<file path="config.mk">
export PLATFORM = sky130hd
export DESIGN_NAME = mmio_responder
export DESIGN_NICKNAME = d
export VERILOG_FILES = /design/src/rtl/mmio_responder.sv
export SDC_FILE = /design/constraint.sdc
export NUM_CORES = 1
export LEC_CHECK = 0
export BUFFER_PORTS_ARGS = -buffer_cell sky130_fd_sc_hd__buf_4
export CAP_MARGIN = 10
export CORE_ASPECT_RATIO = 1.2
export CORE_UTILIZATION = 58
export DETAILED_ROUTE_END_ITERATION = 12
export PLACE_DENSITY = 0.89
export SLEW_MARGIN = 10
export SYNTH_ARGS = -nofsm -noshare
export SYNTH_HDL_FRONTEND = slang
export SYNTH_SLANG_ARGS = --single-unit
</file>
<file path="constraint.sdc">
create_clock -name clock -period 3.5 [get_ports clock]
set_input_delay 0.7 -clock clock [delete_from_list [all_inputs] [get_ports clock]]
set_output_delay 0.7 -clock clock [all_outputs]
set_load 0.05 [all_outputs]
</file>
<file path="src/rtl/mmio_responder.sv">
// Memory-mapped LED/switch/key/seven-segment/timer responder with one-cycle registered reads.
// Define MMIO_KEY_DEBOUNCE_EN to build the key debounce counter; otherwise the synchronized key is used directly.
module mmio_responder #(
    parameter int DEBOUNCE_CYCLES = 20
) (
    input  logic        clock,
    input  logic        rst_n,
    input  logic        io_read,
    input  logic        io_write,
    input  logic [9:0]  addr,
    input  logic [31:0] wdata,
    output logic [31:0] rdata,
    output logic        rdata_valid,
    input  logic [23:0] switch_in,
    input  logic        key_in,
    output logic [23:0] led_out,
    output logic [31:0] seg_out
);
    localparam logic [7:0] IDX_LED   = 8'h00;
    localparam logic [7:0] IDX_SW    = 8'h01;
    localparam logic [7:0] IDX_KEY   = 8'h02;
    localparam logic [7:0] IDX_SEG   = 8'h03;
    localparam logic [7:0] IDX_TIMER = 8'h04;

    logic [7:0]  idx_s;
    logic        rd_en_s;
    logic        key_rd_s;
    logic        timer_wr_s;
    logic [31:0] timer_r;
    logic [31:0] timer_nxt_s;
    logic [31:0] rd_mux_s;
    logic [23:0] sw_meta_r;
    logic [23:0] sw_sync_r;
    logic        key_meta_r;
    logic        key_sync_r;
    logic        key_level_s;
    logic        key_level_d_r;
    logic        rise_s;
    logic        flag_r;

    assign idx_s      = addr[9:2];
    assign rd_en_s    = io_read & ~io_write;
    assign key_rd_s   = rd_en_s & (idx_s == IDX_KEY);
    assign timer_wr_s = io_write & (idx_s == IDX_TIMER);
    assign rise_s     = key_level_s & ~key_level_d_r;

    // A TIMER read returns the value the counter holds while rdata is valid, so a load reads back as 1.
    assign timer_nxt_s = timer_wr_s ? 32'd0 : (timer_r + 32'd1);

`ifdef MMIO_KEY_DEBOUNCE_EN
    localparam int CNT_W = (DEBOUNCE_CYCLES > 1) ? $clog2(DEBOUNCE_CYCLES) : 1;
    logic             key_prev_r;
    logic             key_level_r;
    logic [CNT_W-1:0] deb_cnt_r;

    // Debounce: accept a new level once it has been stable for DEBOUNCE_CYCLES samples.
    always_ff @(posedge clock) begin
        if (!rst_n) begin
            key_prev_r  <= 1'b0;
            key_level_r <= 1'b0;
            deb_cnt_r   <= '0;
        end else begin
            key_prev_r <= key_sync_r;
            if ((key_sync_r == key_level_r) || (key_sync_r != key_prev_r)) begin
                deb_cnt_r <= '0;
            end else if (deb_cnt_r == CNT_W'(DEBOUNCE_CYCLES - 1)) begin
                key_level_r <= key_sync_r;
                deb_cnt_r   <= '0;
            end else begin
                deb_cnt_r <= deb_cnt_r + {{(CNT_W-1){1'b0}}, 1'b1};
            end
        end
    end

    assign key_level_s = key_level_r;
`else
    assign key_level_s = key_sync_r;
`endif

    // Read data selection; unmapped offsets and unused high bits read as zero.
    always_comb begin
        rd_mux_s = 32'd0;
        case (idx_s)
            IDX_LED:   rd_mux_s = {8'd0, led_out};
            IDX_SW:    rd_mux_s = {8'd0, sw_sync_r};
            IDX_KEY:   rd_mux_s = {31'd0, flag_r};
            IDX_SEG:   rd_mux_s = seg_out;
            IDX_TIMER: rd_mux_s = timer_nxt_s;
            default:   rd_mux_s = 32'd0;
        endcase
    end

    // Synchronizers, key edge detect, pressed flag, timer and write-side registers.
    always_ff @(posedge clock) begin
        if (!rst_n) begin
            sw_meta_r     <= 24'd0;
            sw_sync_r     <= 24'd0;
            key_meta_r    <= 1'b0;
            key_sync_r    <= 1'b0;
            key_level_d_r <= 1'b0;
            flag_r        <= 1'b0;
            timer_r       <= 32'd0;
            led_out       <= 24'd0;
            seg_out       <= 32'd0;
        end else begin
            sw_meta_r     <= switch_in;
            sw_sync_r     <= sw_meta_r;
            key_meta_r    <= key_in;
            key_sync_r    <= key_meta_r;
            key_level_d_r <= key_level_s;
            timer_r       <= timer_nxt_s;
            // A new press wins over a clear-on-read in the same cycle.
            if (rise_s) begin
                flag_r <= 1'b1;
            end else if (key_rd_s) begin
                flag_r <= 1'b0;
            end else begin
                flag_r <= flag_r;
            end
            if (io_write && (idx_s == IDX_LED)) begin
                led_out <= wdata[23:0];
            end else begin
                led_out <= led_out;
            end
            if (io_write && (idx_s == IDX_SEG)) begin
                seg_out <= wdata;
            end else begin
                seg_out <= seg_out;
            end
        end
    end

    // Registered read port; rdata holds between reads.
    always_ff @(posedge clock) begin
        if (!rst_n) begin
            rdata       <= 32'd0;
            rdata_valid <= 1'b0;
        end else begin
            rdata_valid <= rd_en_s;
            if (rd_en_s) begin
                rdata <= rd_mux_s;
            end else begin
                rdata <= rdata;
            end
        end
    end
endmodule
</file>
==> flow_results.org, run 1 <==
** Placed design
- HPWL reported at the end of detailed placement :: 12,700 µm
- Global placer's final weighted congestion :: 0.922
- Buffers placed on the I/O ports in this run total 157.

** Clock network
- Counting along the longest clock path gives a buffer depth of 2.
- Gates resized during post-CTS repair numbered 0.
- The H-tree generated during clock tree synthesis spans 4 levels.
- TritonCTS built the clock tree.
- Clock-pin slew was measured on the worst setup and hold paths at 70 ps.
- After clock tree synthesis, the flow added hold-fix buffers numbering 0.
- At the later pin of the worst-skew pair, clock insertion delay measures 430 ps.
- The root buffer cell chosen for the clock tree is clkbuf_16.
- Inserted Clock Buffers :: 17
- Clock tree synthesis found a total of 173 sinks.
- Post-CTS Setup Repair Bufs :: 0

** Pwr
- Switching Power :: 0.955 mW
- For this design the ratio of total power to cell area is 471 mW/mm².
- Fraction of power consumed by sequential logic :: 0.470
- Share of total power consumed by net switching :: 0.223
- Maximum VDD drop :: 324 µV
- Proportion of power drawn by the clock network :: 0.481
- For this design the static power due to leakage is 3.70 nW.
- The internal power of the cells totals 3.32 mW.
- The share of total power dissipated in combinational logic is 0.048.

** Yosys
- Fraction of synthesis flops using an asynchronous set or reset pin :: 0
- After synthesis the cells add up to 0.00719 mm².
- Netlist cell types :: 56
- Syn nets :: 852
- The share of the Yosys chip area taken by registers is 0.482.
- By instance count, the leading cell after synthesis is dfxtp_1.
- The cell count after synthesis came out at 780.
- Synth area leaders :: dfxtp_1 (48%), and2_1 (6.4%), mux2i_1 (6.3%)
- Cell type contributing the most total cell area after synthesis :: dfxtp_1
- Syn_area_per_cell :: 9.22 µm²
- Yosys printed 0 warnings.
- The commonest cells after synthesis are dfxtp_1 (173), and2_1 (74), nand2_1 (71), nand3_1 (47), mux2i_1 (45).
- Counting flops with a built-in enable in the synthesized netlist gives 0.
- Counting flops and latches in the post-synthesis netlist gives 173.
- Commonest register cell after synthesis :: dfxtp_1
- Of the post-synthesis cell area, the dominant cell type holds 0.482.

** Outcome
- The run finished with clean final reports.

** Global routing
- Largest net degree at the start of global routing :: 59
- Overall overflow remaining after global route :: 0
- Wire length of the first global-routing pass :: 29,600 µm
- Across every metal layer, demand over resource in global routing totals 0.296.
- Number of antenna violations at the first check in global routing :: 0
- The number of global-route vias before repair is 5,774.

** Route
- DRC marker count from the first detailed-route iteration :: 509
- For this block, the via count after detailed routing is 6,218.
- In the routed layout, each cell is associated on average with a via count of 5.71.
- DRC violations left :: 0
- Wire length per cell after detailed routing :: 17.4 µm
- Routed wire length :: 19,000 µm
- DR pass1 iterations :: 5
- The count of nets left with antenna violations once routing finished came out at 0.

** Final layout
- Antenna diode instance count :: 0
- In the final layout, the share of cells above drive strength 1 is 0.226.
- For this run, the post-layout net count is 987.
- Area growth, synth to finish :: 26.2%
- Counting the fill cells in the layout gives 828.

** Timing
- Max Clock Freq :: 413 MHz
- The max-slew violation total from the final report came to 0.
- Number of endpoints with negative hold slack in the final report :: 0
- In the finished design, the share of the clock period the worst path needs comes to 0.691.
- The clock period could shrink to 2420 ps.
- Worst hold margin :: 435 ps
- RSZ-0062 raised after global routing :: no
- Worst slew pin tran :: 871 ps
- Final setup violation count :: 0
- Worst slew margin :: 0.414
- On the final layout, the worst clock skew is 6.91 ps.
- Setup tns final :: 0 ps

** Worst hold path
- Along the worst hold path, the cell count comes to 1.
- Worst hold path endpoint :: sw_sync_r[13]$_SDFF_PN0_
- Worst min-delay path category :: flip-flop to flip-flop
- The startpoint identified for the worst hold timing path is sw_meta_r[13]$_SDFF_PN0_.

** Critical path
- Measured in cells, the most critical reg-to-reg path has a length of 5.
- In this run the worst path has a maximum fanout of 24.
- Worst endpoint required time :: 3810 ps
- The worst register-to-register path ends at rdata[25]$_SDFFE_PN0P_.
- Start-to-end type of the worst setup path :: primary input to flip-flop
- Sequence of cells on the critical path :: buf_4 > or4_1 > nor3_4 > and3_1 > buf_4 > mux2i_1 > nor2b_1
- In this design, the stage delay of the slowest critical-path cell is 750 ps.
- Cell with the largest stage delay on the worst path :: or4_1
- Reg2Reg Setup Slack :: 1120 ps
- Critical Path Sink Type :: flip-flop
- FF-to-FF Start :: timer_r[10]$_SDFF_PN0_
- Data arrives at the worst endpoint at 2730 ps.
- STA classifies the critical path startpoint as a primary input.
- Grouping stages by cell kind, the critical path spends the most delay in simple AND/OR/NAND/NOR gates.
- Number of buffers and inverters on the critical path :: 2
- Counting stages on the worst path, the most repeated cell is buf_4.

** Job
- Maximum Capacitance Violations :: 0

** Floorplanning
- Die boundary height :: 124 µm
- Overall die width :: 104 µm
- For this design the top-level I/O count stands at 160.
- For this configuration, the core starts out at a cell density of 0.594.
- Number of cell rows :: 44
- The die covers 0.0128 mm².
- Placeable core area :: 0.0121 mm²
logic make-up after synthesis:
group           synth area share
compound gates             0.140
simple gates               0.244
buf+inv                   0.0369
xor+xnor                  0.0256
flops                      0.482
fa+ha+maj                0.00174
mux                       0.0705
power groups by stage:
stage | Combinational [mW] | Clock, mW | Sequential [mW]
after floorplan | 0.101 | 0 | 2.06
after detailed placement | 0.201 | 0 | 2.05
after global routing | 0.221 | 2.15 | 2.01
after CTS | 0.204 | 2.06 | 2.01
final | 0.206 | 2.06 | 2.01
after global placement | 0.199 | 0 | 2.05
through the flow:
stage	setup slack, ps	instances	total power [mW]	instance area [µm²]	utilization
after CTS	1100	1089	4.28	9080	0.749
final	1080	1089	4.27	9080	0.749
after floorplan	1120	780	2.16	7190	-
after global routing	1010	1089	4.39	9080	0.749
after global placement	774	1057	2.25	8430	0.696
after detailed placement	707	1057	2.26	8430	0.696
area by class of cell:
cell class | instances | area [µm²] | share of cell area
clock buffers | 17 | 425 | 0.0469
clock inverters | 15 | 219 | 0.0241
flip-flops and latches | 173 | 3460 | 0.382
well taps | 161 | 201 | 0.0222
inverters | 9 | 33.8 | 0.00372
repair buffers | 168 | 1260 | 0.139
multi-input cells | 546 | 3470 | 0.383
worst register-to-register path: stages (launching register included):
cell,delay (ps)
dfxtp_1,420
nand3_1,300
nor4_2,860
a41oi_1,260
o21ai_0,300
a21oi_1,110
layout by cell type, fill, tap and decap left out, types with 3 or more instances in the layout:
cell type,count
a21boi_1,37
inv_6,7
buf_4,168
and3_1,21
nor2_1,36
inv_1,8
o21ai_0,20
nand2_1,71
o221ai_1,3
and2_1,74
dfxtp_1,173
nand3_1,47
mux2i_1,45
xor2_1,10
nand2b_1,3
o21ai_1,26
bufinv_16,4
nor3_1,7
and4_1,4
a21oi_1,27
clkbuf_16,17
o211ai_1,3
o21ba_1,9
nand4_1,10
xnor2_1,11
nor2b_1,28
nor4_1,10
o22ai_1,4
a22o_1,4
o2bb2ai_1,5
flip-flops by register name (all words and copies together) (netlist names), 24 cells and up:
register / cells
rdata: 32
seg_out: 32
timer_r: 32
led_out: 24
sw_meta_r: 24
sw_sync_r: 24
layer usage:
metal / GRT usage / vias to the layer above / share of wire
met5: 0 / - / 0
met2: 0.509 / 242 / 0.49
li1: - / 2977 / -
met4: 0.149 / 0 / 0.040
met3: 0.0591 / 58 / 0.054
met1: 0.356 / 2941 / 0.41
worst max path at each step:
stage          depth (start not counted)                   from                       end
6_report                               7                addr[7]   led_out[9]$_SDFFE_PN0P_
5_1_grt                                5  timer_r[9]$_SDFF_PN0_    rdata[25]$_SDFFE_PN0P_
4_1_cts                                7                addr[7]   led_out[5]$_SDFFE_PN0P_
3_5_place_dp                           7                addr[7]   led_out[5]$_SDFFE_PN0P_
3_3_place_gp                           7                addr[7]   led_out[5]$_SDFFE_PN0P_
2_1_floorplan                          8                addr[7]  led_out[10]$_SDFFE_PN0P_
(Power assumes the default switching activity.)
==> run 2: changes to the inputs <==
--- a/config.mk
+++ b/config.mk
@@ -8,9 +8,9 @@
 export BUFFER_PORTS_ARGS = -buffer_cell sky130_fd_sc_hd__buf_4
 export CAP_MARGIN = 10
 export CORE_ASPECT_RATIO = 1.2
-export CORE_UTILIZATION = 58
+export CORE_UTILIZATION = 49
 export DETAILED_ROUTE_END_ITERATION = 12
-export PLACE_DENSITY = 0.89
+export PLACE_DENSITY = 0.8
 export SLEW_MARGIN = 10
 export SYNTH_ARGS = -nofsm -noshare
 export SYNTH_HDL_FRONTEND = slang
==> constraint.sdc (replaced) <==
create_clock -name clock -period 2.1 [get_ports clock]
set_input_delay 0.42 -clock clock [delete_from_list [all_inputs] [get_ports clock]]
set_output_delay 0.42 -clock clock [all_outputs]
set_load 0.05 [all_outputs]
==> run 2 against run 1 <==
Register-to-register slack worse by 940 ps. Flip-flop and latch count unchanged. Combinational power up 76%. Highest routed layer unchanged. Largest cell class unchanged. Die area up 18%. Setup slack worse by 900 ps. First-iteration DRC count down 26%. Critical endpoint is now rdata[22]$_SDFFE_PN0P_. Critical path depth unchanged. Via count about the same.
==> flow_results.org, run 2 (same netlist as run 1, synthesis figures left out) <==
** Clock network
- CTS saw 173 sinks.
- The clock passes through at most 2 buffers.
- TritonCTS clock tree :: done
- Clock insertion delay at the later pin of the skew report :: 420 ps
- Number of levels in the clock H-tree :: 4
- Post-CTS Hold Buffers :: 0
- Inserted Clock Buffers :: 17
- Clock transition at the registers of the reported paths :: 70 ps
- CTS placed an instance of clkbuf_16 at the clock tree root.

** Floorplanning
- Die boundary height :: 135 µm
- Boundary pin count :: 160
- Full die area :: 0.0152 mm²
- Placeable core area :: 0.0144 mm²
- Row generation in the floorplan step produced 48 rows.
- Initial core utilization :: 0.501
- Overall die width :: 113 µm

** Critical path
- In this run the worst path has a maximum fanout of 6.
- The worst register-to-register path has a depth of 7.
- The worst register-to-register path begins at timer_r[0]$_SDFF_PN0_.
- Worst endpoint required time :: 2410 ps
- Type of origin of the critical path :: flip-flop
- The critical path starts at timer_r[0]$_SDFF_PN0_.
- STA classifies the critical path endpoint as a flip-flop.
- Data arrives at the worst endpoint at 2230 ps.
- Reg2Reg Setup Slack :: 180 ps
- The critical path is of the flip-flop to flip-flop type.

** Global routing
- Number of global-route vias before repair :: 6,099
- Largest net degree at the start of global routing :: 94
- The first global-routing pass estimated 30,200 µm of wire.
- After global routing the overflow that remains totals 0.
- For this run, the total global-route usage over all layers was measured as 0.254.
- Number of antenna violations at the first check in global routing :: 0

** Final layout
- Relative to the synthesized area, the layout overhead comes to 29.0%.
- Final standard cell utilization of the core :: 0.646
- Share of layout cells above drive strength 1 :: 0.244
- In the final layout, the registers with the most flip-flops are rdata: 32 flops, seg_out: 32 flops, timer_r: 32 flops.
- Post-layout nets :: 1,007
- Across the whole layout, storage elements account for 0.00346 mm².
- Antenna diode instance count :: 0
- Multi-input gate area :: 0.00348 mm²
- Highest-count cells in the layout ignoring fill and taps :: buf_4 (180), dfxtp_1 (173), and2_1 (74)
- Number of fill cells :: 1,157
- Leaving out fill and tap cells, the most frequent cell in the layout is buf_4.
- Once layout is done, the placed cells without fillers occupy 0.00927 mm².

** Route
- DRC violations left :: 0
- Via-per-instance ratio :: 5.54
- Detailed routing inserted a total of 6,222 vias.
- Routed wire length :: 18,900 µm
- The first routing iteration left 375 violations.
- Post-route ant nets :: 0
- After detailed routing, the average wire length per cell comes to 16.8 µm.
- The pre-antenna-repair detailed-routing pass consisted of 5 iterations.

** Pwr
- Power spread over the standard cell area amounts to 726 mW/mm².
- Share of total power consumed by net switching :: 0.243
- Total internal power :: 5.09 mW
- The share of total power dissipated in combinational logic is 0.054.
- VDD sags by at most 510 µV.
- Of the total power, the clock network draws 0.448.
- LEAKAGE :: 3.80 nW
- Switching Power :: 1.63 mW
- The share of total power dissipated in sequential elements is 0.498.
- Overall power consumption after layout is estimated at 6.73 mW.

** Timing
- Between clock sinks in the finished design, the worst skew comes to 10.5 ps.
- For the pin with the worst max-slew slack, the measured transition is 559 ps.
- Setup violations remaining at the end of the flow were counted as 0.
- For this run, the top clock speed supported by timing is 521 MHz.
- Of the available clock period, the critical path in the final layout requires 0.915.
- Counting I/O delays and the setup requirement, the final critical path takes 1920 ps.
- RSZ-0062 raised after global routing :: no
- Final number of max-transition violations :: 0
- After routing, the total negative slack on setup checks comes to 0 ps.
- Number of endpoints with negative hold slack in the final report :: 0
- Worst slew margin :: 0.624

** Outcome
- Outcome :: completed

** Placed design
- Count of input and output buffers :: 157
- Global placer's final weighted congestion :: 0.903
- After legalization and detailed placement, the total HPWL measured 13,500 µm.
- The placed instances occupy a cell area of 0.00870 mm².

** Worst hold path
- Worst hold stages :: 2
- In this run the most critical hold path is launched from switch_in[7].
- The path class of the tightest hold or removal check is primary input to flip-flop.

** Job
- The tool flagged a number of max-cap violations equal to 0.
==> run 2: cell types whose count changed in the layout (fill, tap and decap cells not counted), sizes merged <==
cell and delta:
buf +20, bufinv -4, clkinv +3, inv +2
clkinvlp -1
==> run 2: timing repair <==
item                                    4_1_cts  5_1_grt
endpoints found under the setup margin        0        1
setup buffers                                 0        0
resized for setup                             0        2
==> run 2: area by class of cell <==
class / instances / share of cell area
Multi-Input combinational cell: 546 / 0.375
Sequential cell: 173 / 0.373
Timing Repair Buffer: 188 / 0.163
Clock buffer: 17 / 0.0459
Tap cell: 175 / 0.0236
Clock inverter: 15 / 0.0154
Inverter: 9 / 0.00364
==> run 2: power by group through the flow <==
| stage | Sequential (mW) | Combinational [mW] | Clock [mW] |
|---|---|---|---|
| finish | 3.35 | 0.363 | 3.02 |
| CTS | 3.35 | 0.360 | 3.07 |
| detailed placement | 3.42 | 0.358 | 0 |
| global placement | 3.42 | 0.357 | 0 |
| floorplan | 3.43 | 0.169 | 0 |
| global route | 3.35 | 0.392 | 3.18 |
==> run 2: metrics by stage <==
stage          hold WS (ps)  cells  setup WS [ps]
2_1_floorplan           412    780           4.80
3_3_place_gp            415   1091           -175
3_5_place_dp            417   1091           -215
4_1_cts                 183   1123            195
5_1_grt                 195   1123           47.2
6_report                198   1123            179
==> run 2: critical path: stages, from the launching register on <==
cell,delay [ps]
dfxtp_1,410
ha_1,290
nand2_1,140
nor4_2,280
buf_4,200
a41oi_1,140
o21ai_0,250
a21oi_1,90
==> run 2: worst paths after layout <==
check	endpoint
max	rdata[22]$_SDFFE_PN0P_
min	sw_meta_r[7]$_SDFF_PN0_
max reg2reg	rdata[22]$_SDFFE_PN0P_
min reg2reg	sw_sync_r[18]$_SDFF_PN0_
==> run 2: routing by layer <==
layer | global-route usage | vias to the layer above | routed length [µm]
met3 | 0.0359 | 49 | 992
met1 | 0.313 | 2918 | 7860
met5 | 0 | - | 0
met4 | 0.133 | 0 | 651
met2 | 0.432 | 233 | 9370
li1 | - | 3022 | -
